==> src/rtl/mem_port_arbiter.sv <==
// rtl/mem_port_arbiter.sv - shares one memory port between instruction fetch (I) and load/store (D)
// Optional MEM_ARB_RR_EN: round-robin on contention instead of fixed D-over-I priority.
module mem_port_arbiter #(
   parameter int ADDR_W      = 18,
   parameter int DATA_W      = 32,
   parameter int WAIT_STATES = 0
) (
   input  logic              clk,
   input  logic              reset,
   input  logic              i_req,
   input  logic [ADDR_W-1:0] i_addr,
   output logic              i_ack,
   output logic [DATA_W-1:0] i_rdata,
   input  logic              d_req,
   input  logic              d_we,
   input  logic              d_byte,
   input  logic [ADDR_W-1:0] d_addr,
   input  logic [DATA_W-1:0] d_wdata,
   output logic              d_ack,
   output logic [DATA_W-1:0] d_rdata,
   output logic              d_err,
   output logic [ADDR_W-1:0] mem_addr,
   output logic [DATA_W-1:0] mem_wdata,
   output logic              mem_read,
   output logic              mem_write,
   output logic              mem_byte,
   input  logic [DATA_W-1:0] mem_rdata
);

   typedef enum logic [1:0] {IDLE, ACCESS, DONE} state_t;

   state_t            state_q;
   logic [3:0]        cnt_q;
   logic              grant_d_q;
   logic              cmd_zero_q;
   logic              cmd_err_q;
   logic              i_ack_q, d_ack_q, d_err_q;
   logic [DATA_W-1:0] i_rdata_q, d_rdata_q;
   logic [ADDR_W-1:0] mem_addr_q;
   logic [DATA_W-1:0] mem_wdata_q;
   logic              mem_read_q, mem_write_q, mem_byte_q;
   logic              pick_d;
   logic              d_misalign;

   assign d_misalign = !d_byte && (d_addr[1:0] != 2'b00);

`ifdef MEM_ARB_RR_EN
   logic last_grant_q;  // 1 = D was granted last
   assign pick_d = d_req && (!i_req || !last_grant_q);
`else
   assign pick_d = d_req;
`endif

   always_ff @(posedge clk) begin
      if (reset) begin
         state_q     <= IDLE;
         cnt_q       <= '0;
         grant_d_q   <= 1'b0;
         cmd_zero_q  <= 1'b0;
         cmd_err_q   <= 1'b0;
         i_ack_q     <= 1'b0;
         d_ack_q     <= 1'b0;
         d_err_q     <= 1'b0;
         i_rdata_q   <= '0;
         d_rdata_q   <= '0;
         mem_addr_q  <= '0;
         mem_wdata_q <= '0;
         mem_read_q  <= 1'b0;
         mem_write_q <= 1'b0;
         mem_byte_q  <= 1'b0;
`ifdef MEM_ARB_RR_EN
         last_grant_q <= 1'b0;
`endif
      end else begin
         case (state_q)
            IDLE: begin
               i_ack_q <= 1'b0;
               d_ack_q <= 1'b0;
               if (d_req || i_req) begin
                  state_q   <= ACCESS;
                  cnt_q     <= 4'(WAIT_STATES);
                  grant_d_q <= pick_d;
`ifdef MEM_ARB_RR_EN
                  last_grant_q <= pick_d;
`endif
                  if (pick_d) begin
                     mem_addr_q  <= d_addr;
                     mem_wdata_q <= d_wdata;
                     mem_byte_q  <= d_byte;
                     // misaligned word ops run the full window with strobes suppressed
                     mem_read_q  <= !d_we && !d_misalign;
                     mem_write_q <= d_we && !d_misalign;
                     cmd_zero_q  <= d_we || d_misalign;
                     cmd_err_q   <= d_misalign;
                     d_err_q     <= 1'b0;
                  end else begin
                     mem_addr_q  <= i_addr;
                     mem_wdata_q <= '0;
                     mem_byte_q  <= 1'b0;
                     mem_read_q  <= 1'b1;
                     mem_write_q <= 1'b0;
                     cmd_zero_q  <= 1'b0;
                     cmd_err_q   <= 1'b0;
                  end
               end
            end
            ACCESS: begin
               if (cnt_q == 4'd0) begin
                  state_q     <= DONE;
                  mem_read_q  <= 1'b0;
                  mem_write_q <= 1'b0;
                  mem_byte_q  <= 1'b0;
                  if (grant_d_q) begin
                     d_ack_q <= 1'b1;
                     d_err_q <= cmd_err_q;
                     if (cmd_zero_q)
                        d_rdata_q <= '0;
                     else if (mem_byte_q)
                        d_rdata_q <= {{(DATA_W-8){1'b0}}, mem_rdata[7:0]};
                     else
                        d_rdata_q <= mem_rdata;
                  end else begin
                     i_ack_q   <= 1'b1;
                     i_rdata_q <= mem_rdata;
                  end
               end else begin
                  cnt_q <= cnt_q - 4'd1;
               end
            end
            DONE: begin
               i_ack_q <= 1'b0;
               d_ack_q <= 1'b0;
               state_q <= IDLE;
            end
            default: state_q <= IDLE;
         endcase
      end
   end

   assign i_ack     = i_ack_q;
   assign i_rdata   = i_rdata_q;
   assign d_ack     = d_ack_q;
   assign d_rdata   = d_rdata_q;
   assign d_err     = d_err_q;
   assign mem_addr  = mem_addr_q;
   assign mem_wdata = mem_wdata_q;
   assign mem_read  = mem_read_q;
   assign mem_write = mem_write_q;
   assign mem_byte  = mem_byte_q;

endmodule

==> config.mk <==
export PLATFORM = sky130hd
export DESIGN_NAME = mem_port_arbiter
export DESIGN_NICKNAME = d
export VERILOG_FILES = /design/src/rtl/mem_port_arbiter.sv
export SDC_FILE = /design/constraint.sdc
export NUM_CORES = 1
export LEC_CHECK = 0
export ABC_AREA = 1
export CAP_MARGIN = 25
export CORE_AREA = 2 2 150 79
export CTS_BUF_LIST = sky130_fd_sc_hd__clkbuf_4
export DETAILED_ROUTE_END_ITERATION = 8
export DIE_AREA = 0 0 152 81
export PLACE_DENSITY = 0.85
export RECOVER_POWER = 100
export SKIP_CTS_REPAIR_TIMING = 1
export SYNTH_ARGS = -nofsm -noshare
export SYNTH_HDL_FRONTEND = slang
export SYNTH_SLANG_ARGS = --single-unit
==> constraint.sdc <==
create_clock -name clk -period 2.6 [get_ports clk]
set_clock_uncertainty 0.05 [all_clocks]
set_input_delay 0.52 -clock clk [delete_from_list [all_inputs] [get_ports clk]]
set_output_delay 0.52 -clock clk [all_outputs]
set_load 0.02 [all_outputs]
# [Word-level counts from Yosys, hierarchy flattened]
# Index checks and enable logic that the tools add are counted.
[totals] ff_bits=129 latch_bits=0 ramBits=0 rom_bits=0 input_bits=106 output_inout_bits=120 elab_cells=81 n_memories=0
[op_classes] addsub=1 multipliers=0 div=0 n_lt_le_gt_ge=0 n_eq_ne=8 shifts=0 mux=33 bitwise_logic=1 n_reduce_logical=23
[op_table] operator="32-bit two-way mux" count=3
[op_table] operator="18-bit two-way mux" count=1
[op_table] operator="3-bit AND reduction" count=6
[op_table] operator="1-bit two-way mux" count=17
[op_table] operator="2-bit != test, second input constant" count=6
[op_table] operator="1-bit one-hot mux with 2 select lines" count=6
[op_table] operator="4-bit two-way mux" count=2
[op_table] operator="4-bit one-hot mux with 2 select lines" count=1
[op_table] operator="2-bit nonzero test" count=3
[op_table] operator="5-bit AND reduction" count=1
[op_table] operator="4-bit logical NOT" count=1
[op_table] operator="2-bit two-way mux" count=2
[op_table] operator="2-bit one-hot mux with 2 select lines" count=1
[op_table] operator="2-bit AND reduction" count=2
[op_table] operator="4-bit by 1-bit subtractor with 4-bit output, second input constant" count=1
[op_table] operator="1-bit logical AND" count=3
[op_table] operator="1-bit logical NOT" count=3
[op_table] operator="2-bit by 1-bit == test with 1-bit output, second input constant" count=1
[op_table] operator="2-bit == test, second input constant" count=1
[op_table] operator="2-bit logical NOT" count=1
[op_table] operator="1-bit logical OR" count=2
[op_table] operator="2-bit OR reduction" count=1
[op_table] operator="1-bit inverter" count=1

# [Depth between registers and ports, before layout]
# Gate-level depths: netlist of the first run.
[depth] depth_word=7 ltp_mapped=9 depth_no_buf=9

# [Least setup slack after synthesis of the first run]
# OpenSTA, ideal clock, no wires.
[synth_path] path_type="reg2reg" startpoint="register cnt_q[0]" endpoint="register d_rdata_q[1], in the netlist d_rdata[1]" setup_time_ns=0.128 arrival_time_ns=1.248 t_required_ns=2.422 path_slack_ns=1.174 stages_incl_launch_ff=10 n_path_buf=2 cell_sequence="dfxtp_1 inv_1 ha_1 nand2_2 nor3_2 buf_4 buf_6 nand2_1 o21ai_1 nor2_1"
[synth_between] elab_chain_len=2
[synth_lines] item="from (decl)" line_no="33" text="logic [3:0] cnt_q;"
[synth_lines] item="from (signal assigned)" line_no="81" text="cnt_q <= 4'(WAIT_STATES);"
[synth_lines] item="from (signal assigned)" line_no="127" text="cnt_q <= cnt_q - 4'd1;"
[synth_lines] item="4-bit logical NOT" line_no="108" text="if (cnt_q == 4'd0) begin"
[synth_lines] item="3-bit AND reduction (no source line)"
[synth_lines] item="to (signal assigned)" line_no="119" text="d_rdata_q <= {{(DATA_W-8){1'b0}}, mem_rdata[7:0]};"
[synth_lines] item="to (signal assigned)" line_no="121" text="d_rdata_q <= mem_rdata;"
[synth_lines] item="to (decl)" line_no="38" text="logic [DATA_W-1:0] i_rdata_q, d_rdata_q;"
# No other way between the ends.
# A chain may end at the register's enable or synchronous reset.

# [Worst setup path after layout of the first run]
[layout_path] startpoint="register mem_byte_q, in the netlist mem_byte" endpoint="output mem_byte"
[layout_lines] item="from (decl)" line_no="41" text="logic mem_read_q, mem_write_q, mem_byte_q;"
[layout_lines] item="from (signal assigned)" line_no="89" text="mem_byte_q <= d_byte;"
[layout_lines] item="to (decl)" line_no="26" text="output logic mem_byte,"
# No word-level cell between the ends.

==> summary.txt, run 1 <==
Global routing
  • Vias in the first global route: 4453
  • Grt ovf: 0
  • Global-route wire length before repair: 22500 microns
  • Largest net degree at the start of global routing: 66
  • Initial antenna violation count: 0
  • GRT Overall Usage: 22.8%

Min path
  • Hold crit path type: flip-flop to flip-flop

STA
  • Slew HR: 52.1%
  • RSZ-0062 raised after global routing: false
  • Setup tns final: 0 ns
  • Fmax: 0.451 GHz
  • Hold slack: 0.415 ns
  • Count of final hold-check violations: 0
  • Minimum clock period: 2.22 ns
  • Least-Margin Pin Slew: 0.719 ns
  • Final Max Tran Viols: 0
  • Tcrit/Tclk final: 85.2%
  • # setup viols final: 0

Final layout
  • Area Overhead vs Synth: 51.5%
  • Diode count: 0
  • Util after Layout: 66.4%
  • Final nets: 970
  • Filler cells: 992
  • Share of cells above drive strength 1: 6.06%

Synthesis
  • Post-Syn Area: 4930 sq um
  • Syn_nets: 758
  • Count leader, synth: nand2_1
  • Distinct cells, synth: 26
  • Most common flop cell mapped by yosys: dfxtp_1
  • Synth area leader: dfxtp_1
  • Register area share after synthesis: 52.4%
  • Post-synth EDFFs: 0
  • Post-Syn Area per Cell: 7.59 sq um
  • Flops & latches, synth: 129
  • Share of the synthesized area in the top cell type: 52.4%
  • Post-synth ARST share: 0%
  • Post-synth top cells: 161 x nand2_1, 129 x dfxtp_1, 90 x nor2_1
  • Mapped Cells: 650
  • Synth top area cells: dfxtp_1 52%, nand2_1 12%, nor2_1 6.9%
  • YS warnings: 0

Worst setup path
  • Worst EP required: 2.03 ns
  • CP Cell Sequence: dlygate4sd3_1
  • WP data arrival: 1.65 ns
  • Worst path top cell family by delay: buffers and inverters
  • Worst-path maximum fanout: 3
  • Largest stage delay, worst path: 0.72 ns
  • Slowest CP cell: dlygate4sd3_1
  • Crit Path Class: flip-flop to output pin
  • CP Buf/Inv Count: 1
  • Type of origin of the critical path: flip-flop
  • CP Capture Type: output pin

Pwr
  • Leak Pwr: 3.32 nW
  • Sw Pwr: 1.87 mW
  • Internal cell power: 3.38 mW
  • Net Sw Frac: 35.7%
  • Overall power: 5.25 mW
  • Reg power frac: 45.0%
  • Power per cell area: 703 nW/um^2
  • Clock share of power: 24.4%
  • Gate power share: 30.5%
  • Worst vdd ir: 311 uV

Floorplan
  • Die height: 81 microns
  • Die Span X: 152 microns
  • Row cnt: 28
  • Die ar.: 12300 sq um
  • Initial core utilization: 43.8%
  • I/O Pins: 226
  • Core box area: 11200 sq um

Clock tree
  • CTS tree: done
  • CTS sink count: 129
  • CTS buffer count: 17
  • CTS Buffer Depth: 2
  • H-tree Lvls: 4
  • Reg clk slew, reported paths: 0.11 ns
  • Worst-Skew Late Latency: 0.52 ns
  • Root buf cell: clkbuf_4

Place
  • DP HPWL: 9870 microns
  • Port Buffer Count: 225
  • RD Place Congestion: 0.810

Status
  • Status: finished clean

Detailed routing
  • WL final: 14100 microns
  • Post-route DRC: 0
  • Iteration count of the initial detailed-routing pass: 5
  • Post-route ant nets: 0
  • Vias: 4957
  • Routed vias/inst: 4.84
  • Starting DRC count in detailed routing: 289
  • Post-DR wirelength/cell: 13.7 microns

Flow run
  • Max-Cap Viols: 0
[power groups by stage]
stage          Combinational [mW]  Sequential, mW  Clock, mW
2_1_floorplan               0.645            2.69          0
3_3_place_gp                 1.68            2.41          0
3_5_place_dp                 1.70            2.42          0
4_1_cts                      1.71            2.38       1.32
5_1_grt                      1.75            2.40       1.40
6_report                     1.60            2.37       1.28
[flip-flops by register name, indices dropped and copies added, names as in the netlist]
name        cells
mem_read        1
d_rdata        32
grant_d_q       1
i_ack           1
state_q         2
mem_byte        1
cmd_err_q       1
cnt_q           4
d_ack           1
cmd_zero_q      1
d_err           1
mem_write       1
mem_addr       18
mem_wdata      32
i_rdata        32
[path summary, 6_finish.rpt]
kind                              start                         end  slack (ns)  cells past startpoint
min reg2reg  mem_wdata[31]$_SDFFE_PP0P_  mem_wdata[31]$_SDFFE_PP0P_        0.42                      2
max               mem_byte$_SDFFE_PP0P_                    mem_byte        0.38                      1
min          mem_wdata[31]$_SDFFE_PP0P_  mem_wdata[31]$_SDFFE_PP0P_        0.42                      2
max reg2reg       cnt_q[0]$_SDFFE_PP0P_    i_rdata[19]$_SDFFE_PP0P_        0.48                      7
[tightest hold or removal path, stage by stage (launching register included)]
cell and delay, ns:
dfxtp_1 0.32, nand2_1 0.06, a21oi_1 0.05
[cell usage in the layout (no fill, tap or decap), types with 3 or more instances in the layout]
master / instances
o21ai_0: 79
o21ai_1: 7
dfxtp_1: 129
inv_6: 4
dlygate4sd3_1: 120
a31oi_1: 18
clkdlybuf4s50_1: 104
a21oi_1: 64
clkbuf_2: 3
clkinv_4: 3
buf_4: 6
nand2_1: 162
clkinvlp_4: 4
inv_1: 33
nand3_1: 9
nor2_1: 91
clkbuf_4: 18
[metal layers]
layer | GRT usage, % | up-vias | share of wire, %
met5 | 0 | - | 0
met4 | 6.54 | 0 | 0.67
met3 | 9.45 | 7 | 9.1
met2 | 35.0 | 191 | 43
met1 | 29.9 | 2228 | 47
li1 | - | 2531 | -
[cell type report]
class	instances	area, sq um	share of cell area [%]
flip-flops and latches	129	2580	34.6
inverters	36	138	1.84
repair buffers	236	2330	31.2
well taps	150	188	2.51
clock inverters	15	135	1.81
multi-input cells	442	1970	26.3
clock buffers	17	128	1.71
[through the flow]
step,setup WS (ns),instance area (sq um),std cells
after detailed placement,0.478,7230,993
after global placement,0.524,7230,993
after global routing,0.289,7470,1025
after floorplan,1.17,4930,650
final,0.385,7470,1025
after CTS,0.424,7500,1025
[cells by family after synthesis]
family / share of synthesized area (%)
and+or+nand+nor: 21.5
adders and majority gates: 0.507
AOI/OAI and AO/OA: 17.8
DFF: 52.4
buffers and inverters: 7.76
Note: power is estimated with default switching activity, not from simulation.
==> inputs of run 2 (changes only) <==
- CORE_AREA: 2 2 150 79 -> 2 2 108 110
- DIE_AREA: 0 0 152 81 -> 0 0 110 112
- PLACE_DENSITY: 0.85 -> 0.84
- SKIP_CTS_REPAIR_TIMING: 1 -> unset
==> run 2 against run 1 <==
- sequential power about the same
- count of clock-buffer cells in the layout unchanged
- global-route usage decreased by 0.68 points
- power increased by 2.0%
- cell area increased by 0.27%
- first-iteration DRC count increased by 0.35%
- routed wire length decreased by 2.6%
- die area about the same
- cell count decreased by 0.68%
- utilization increased by 0.60 points
- maximum frequency increased by 2.3%
- sequential share of layout area decreased by 0.092 points
- critical path type is now primary input to flip-flop
==> summary.txt, run 2 (synthesized netlist as in run 1, its figures left out) <==
Pwr
  • Sw Pwr: 1.79 mW
  • Leak Pwr: 3.33 nW
  • Power per cell area: 715 nW/um^2
  • Net Sw Frac: 33.5%
  • Internal cell power: 3.56 mW
  • Worst vdd ir: 356 uV
  • Reg power frac: 44.0%
  • Clock share of power: 26.2%
  • Gate power share: 29.7%

Clock tree
  • CTS buffer count: 17
  • Root buf cell: clkbuf_4
  • H-tree Lvls: 4
  • CTS Buffer Depth: 2
  • CTS tree: done
  • CTS resizes: 0
  • Post-CTS setup buffers: 0
  • # hold bufs at CTS: 0
  • Worst-Skew Late Latency: 0.49 ns
  • CTS sink count: 129
  • Reg clk slew, reported paths: 0.12 ns

Floorplan
  • I/O Pins: 226
  • Die Span X: 110 microns
  • Die ar.: 12300 sq um
  • Core box area: 11200 sq um
  • Initial core utilization: 44.1%
  • Row cnt: 39
  • Die height: 112 microns

STA
  • Minimum clock period: 2.17 ns
  • RSZ-0062 raised after global routing: false
  • Tcrit/Tclk final: 83.3%
  • Setup slack after layout: 0.434 ns
  • Least-Margin Pin Slew: 0.763 ns
  • Slew HR: 49.1%
  • Final Max Tran Viols: 0
  • # setup viols final: 0
  • Count of final hold-check violations: 0
  • Setup tns final: 0 ns
  • Fmax: 0.462 GHz

Worst setup path
  • Setup crit start: d_req
  • R2R Setup Slk: 0.49 ns
  • WP data arrival: 2.55 ns
  • Type of origin of the critical path: primary input
  • R2R Path Start: cnt_q[0]$_SDFFE_PP0P_
  • Worst-path maximum fanout: 22
  • Worst EP required: 2.98 ns
  • Crit Path Class: primary input to flip-flop
  • CP Capture Type: flip-flop

Place
  • DP HPWL: 9620 microns
  • DP Worst Slack: 0.423 ns
  • RD Place Congestion: 0.818
  • Port Buffer Count: 225

Global routing
  • Vias in the first global route: 4744
  • Global-route wire length before repair: 21600 microns
  • Grt ovf: 0
  • Initial antenna violation count: 0
  • GRT Overall Usage: 22.1%
  • Largest net degree at the start of global routing: 66

Flow run
  • Max-Cap Viols: 0

Final layout
  • Filler cells: 943
  • Share of cells above drive strength 1: 5.26%
  • Most common cell after layout, fill and taps aside: nand2_1
  • Area Overhead vs Synth: 51.9%
  • Diode count: 0
  • Most frequent cells in the layout: 162 x nand2_1, 129 x dfxtp_1, 121 x dlygate4sd3_1, 103 x clkdlybuf4s50_1, 93 x nor2_1
  • FF/Latch Area: 2580 sq um
  • Multi-input logic area: 1940 sq um
  • Final nets: 970

Detailed routing
  • Routed vias/inst: 4.86
  • Vias: 4949
  • WL final: 13700 microns
  • Post-DR wirelength/cell: 13.5 microns
  • Iteration count of the initial detailed-routing pass: 5
  • Post-route ant nets: 0
  • Starting DRC count in detailed routing: 290
  • Post-route DRC: 0

Min path
  • Worst min-delay path startpoint: mem_wdata[1]$_SDFFE_PP0P_
  • Hold crit path type: flip-flop to flip-flop

Status
  • Status: finished clean
[run 2: cell types whose count changed in the layout (fill, tap and decap cells not counted), moves of 2 or more]
cell | previous run | this run
clkinv_1 | 1 | 3
nor2_1 | 91 | 93
inv_6 | 4 | 1
nor2_4 | 2 | 0
clkbuf_2 | 3 | 1
buf_12 | 1 | 3
bufinv_16 | 1 | 3
clkbuf_1 | 0 | 2
[run 2: final timing paths]
check | depth (start not counted) | to
setup / recovery | 6 | mem_addr[7]$_SDFFE_PP0P_
hold / removal | 2 | mem_wdata[1]$_SDFFE_PP0P_
setup reg to reg | 7 | i_rdata[31]$_SDFFE_PP0P_
hold reg to reg | 2 | mem_wdata[1]$_SDFFE_PP0P_
[run 2: layer usage]
| layer | vias up | share of wire [%] | GRT usage (%) |
|---|---|---|---|
| li1 | 2535 | - | - |
| met2 | 182 | 49 | 37.7 |
| met1 | 2222 | 40 | 24.7 |
| met5 | - | 0 | 0 |
| met4 | 0 | 0.96 | 7.17 |
| met3 | 10 | 9.4 | 9.25 |
[run 2: critical path: stages]
cell and delay [ns]:
dlygate4sd3_1 0.64, nor2_1 0.10, nor2_1 0.28, clkbuf_1 0.63, o21ai_0 0.20, a31oi_1 0.17
[run 2: final cells by class]
cell class | count | share of cell area (%)
clock buffer | 17 | 1.70
multi-input combinational | 442 | 25.9
sequential | 129 | 34.5
tap | 143 | 2.39
inverter | 36 | 1.84
timing repair buffer | 236 | 31.5
clock inverter | 15 | 2.24
[run 2: stage by stage]
| step | instance area [sq um] | cells | hold WS (ns) | util, % | total power, mW |
|---|---|---|---|---|---|
| floorplan | 4930 | 650 | 0.395 | - | 3.34 |
| global placement | 7240 | 986 | 0.397 | 64.8 | 4.10 |
| detailed placement | 7240 | 986 | 0.403 | 64.8 | 4.13 |
| CTS | 7530 | 1018 | 0.400 | 67.4 | 5.54 |
| global route | 7490 | 1018 | 0.434 | 67.0 | 5.68 |
| finish | 7490 | 1018 | 0.414 | 67.0 | 5.36 |
[run 2: power groups by stage]
stage	Combinational (mW)	Clock, mW	Sequential, mW
after floorplan	0.645	0	2.69
after global placement	1.69	0	2.40
after detailed placement	1.71	0	2.41
after CTS	1.72	1.45	2.37
after global routing	1.74	1.54	2.39
final	1.59	1.40	2.36
==> inputs of run 3 (changes only) <==
- CORE_AREA: 2 2 108 110 -> 2 2 116 118
- DIE_AREA: 0 0 110 112 -> 0 0 118 120
- PLACE_DENSITY: 0.84 -> 0.77
- clock period: 2.6 -> 1.8 ns (I/O delays scaled with it)
==> run 3 against run 2 <==
- global-route usage decreased by 2.4 points
- via count increased by 1.4%
- utilization decreased by 8.5 points
- clock power increased by 66%
- cell area increased by 1.4%
- die area increased by 15%
- register-to-register slack got worse by 0.35 ns
- hold slack got worse by 0.18 ns
- combinational power increased by 46%
- setup slack got worse by 0.29 ns
- critical path type is now flip-flop to output pin
- critical endpoint is now mem_addr[0]
- largest cell class unchanged
- highest routed layer unchanged
==> summary.txt, run 3 (synthesized netlist as in run 1, its figures left out) <==
Floorplan
  • Row cnt: 42
  • I/O Pins: 226
  • Core box area: 13000 sq um
  • Initial core utilization: 38.0%
  • Die ar.: 14200 sq um
  • Die Span X: 118 microns
  • Die height: 120 microns

Pwr
  • Reg power frac: 42.3%
  • Gate power share: 28.9%
  • Sw Pwr: 2.65 mW
  • Worst vdd ir: 480 uV
  • Clock share of power: 28.9%
  • Internal cell power: 5.39 mW
  • Net Sw Frac: 33.0%
  • Power per cell area: 1060 nW/um^2
  • Leak Pwr: 3.57 nW

Worst setup path
  • CP Cell Sequence: dlygate4sd2_1
  • WP data arrival: 1.25 ns
  • Type of origin of the critical path: flip-flop
  • Worst path top cell family by delay: flip-flops
  • CP Buf/Inv Count: 1
  • Worst EP required: 1.39 ns
  • Largest stage delay, worst path: 0.37 ns
  • Slowest CP cell: dfxtp_1
  • Crit Path Class: flip-flop to output pin
  • Worst-path maximum fanout: 2
  • CP Capture Type: output pin

Clock tree
  • CTS tree: done
  • H-tree Lvls: 4
  • Worst-Skew Late Latency: 0.52 ns
  • CTS buffer count: 17
  • CTS Buffer Depth: 2
  • CTS sink count: 129
  • Root buf cell: clkbuf_4
  • Reg clk slew, reported paths: 0.12 ns

Min path
  • Hold crit path type: primary input to flip-flop

Detailed routing
  • WL final: 14100 microns
  • Post-route ant nets: 0
  • Starting DRC count in detailed routing: 299
  • Iteration count of the initial detailed-routing pass: 4
  • Vias: 5020
  • Post-DR wirelength/cell: 13.3 microns
  • Routed vias/inst: 4.73
  • Post-route DRC: 0

STA
  • Least-Margin Pin Slew: 0.537 ns
  • Count of final hold-check violations: 0
  • # setup viols final: 0
  • Final Max Tran Viols: 0
  • Setup tns final: 0 ns
  • RSZ-0062 raised after global routing: false
  • Minimum clock period: 1.66 ns
  • Fmax: 0.602 GHz
  • Tcrit/Tclk final: 92.3%
  • Slew HR: 64.2%

Final layout
  • Filler cells: 1242
  • FF/Latch Area: 2580 sq um
  • Multi-input logic area: 1960 sq um
  • Share of cells above drive strength 1: 6.91%
  • Most frequent cells in the layout: 161 x nand2_1, 129 x dfxtp_1, 120 x dlygate4sd2_1, 104 x clkdlybuf4s50_1, 92 x nor2_1
  • Area Overhead vs Synth: 54.1%
  • Util after Layout: 58.5%
  • Final nets: 978
  • Most common cell after layout, fill and taps aside: nand2_1

Place
  • RD Place Congestion: 0.802
  • Port Buffer Count: 225
  • DP HPWL: 9440 microns

Status
  • Status: finished clean

Global routing
  • GRT Overall Usage: 19.7%
  • Largest net degree at the start of global routing: 58
  • Initial antenna violation count: 1
  • Vias in the first global route: 4635
  • Grt ovf: 0
  • Global-route wire length before repair: 22400 microns

Flow run
  • Max-Cap Viols: 0
run 3: changes by cell type in the layout (fill, tap and decap cells not counted), moves of 3 or more:
cell | previous run | this run
buf_4 | 5 | 8
dlygate4sd2_1 | 0 | 120
buf_12 | 3 | 6
dlygate4sd3_1 | 121 | 0
run 3: final timing paths:
check                                   from                          to  slack [ns]  cells after the start
setup / recovery    mem_addr[0]$_SDFFE_PP0P_                 mem_addr[0]        0.14                      1
hold / removal                         reset          d_err$_SDFFE_PP0P_        0.23                      5
setup reg to reg       cnt_q[0]$_SDFFE_PP0P_     i_rdata[3]$_SDFFE_PP0P_        0.14                      8
hold reg to reg   mem_wdata[18]$_SDFFE_PP0P_  mem_wdata[18]$_SDFFE_PP0P_        0.41                      2
run 3: final cells by class:
| type | instances | area share, % |
|---|---|---|
| multi-input combinational | 442 | 25.8 |
| clock buffer | 17 | 1.68 |
| timing repair buffer | 244 | 30.8 |
| antenna | 2 | 0.0659 |
| clock inverter | 15 | 2.85 |
| inverter | 36 | 1.86 |
| sequential | 129 | 34.0 |
| tap | 176 | 2.90 |
run 3: power groups by stage:
stage | clock (mW) | sequential, mW | combinational, mW
after global routing | 2.53 | 3.45 | 2.54
after floorplan | 0 | 3.89 | 0.931
after global placement | 0 | 3.47 | 2.52
after CTS | 2.40 | 3.40 | 2.31
after detailed placement | 0 | 3.48 | 2.54
final | 2.32 | 3.40 | 2.32
run 3: per-layer routing:
layer	wire [microns]	GRT usage [%]	part of all wire, %	vias to the layer above
li1	-	-	-	2557
met1	6140	23.5	44	2261
met2	6620	32.0	47	178
met3	1070	7.37	7.6	24
met4	269	8.43	1.9	0
met5	0	0	0	-
run 3: repair_timing:
item / 4_1_cts / 5_1_grt
buffers inserted: 0 / 3
setup endpoints to repair: 120 / 11
resized for setup: 120 / 2
hold buffers: 0 / 0
cloned: 0 / 2
pin swaps: 0 / 2
run 3: stage by stage:
stage          hold slack, ns  power [mW]  instance area, sq um  setup WS, ns  cells
6_report                0.231        8.04                  7600         0.139   1061
5_1_grt                 0.184        8.53                  7600        0.0248   1061
4_1_cts                 0.176        8.12                  7550        0.0535   1054
3_5_place_dp            0.405        6.02                  7350       -0.0193   1022
3_3_place_gp            0.397        5.99                  7350       0.00699   1022
2_1_floorplan           0.395        4.82                  4930         0.374    650
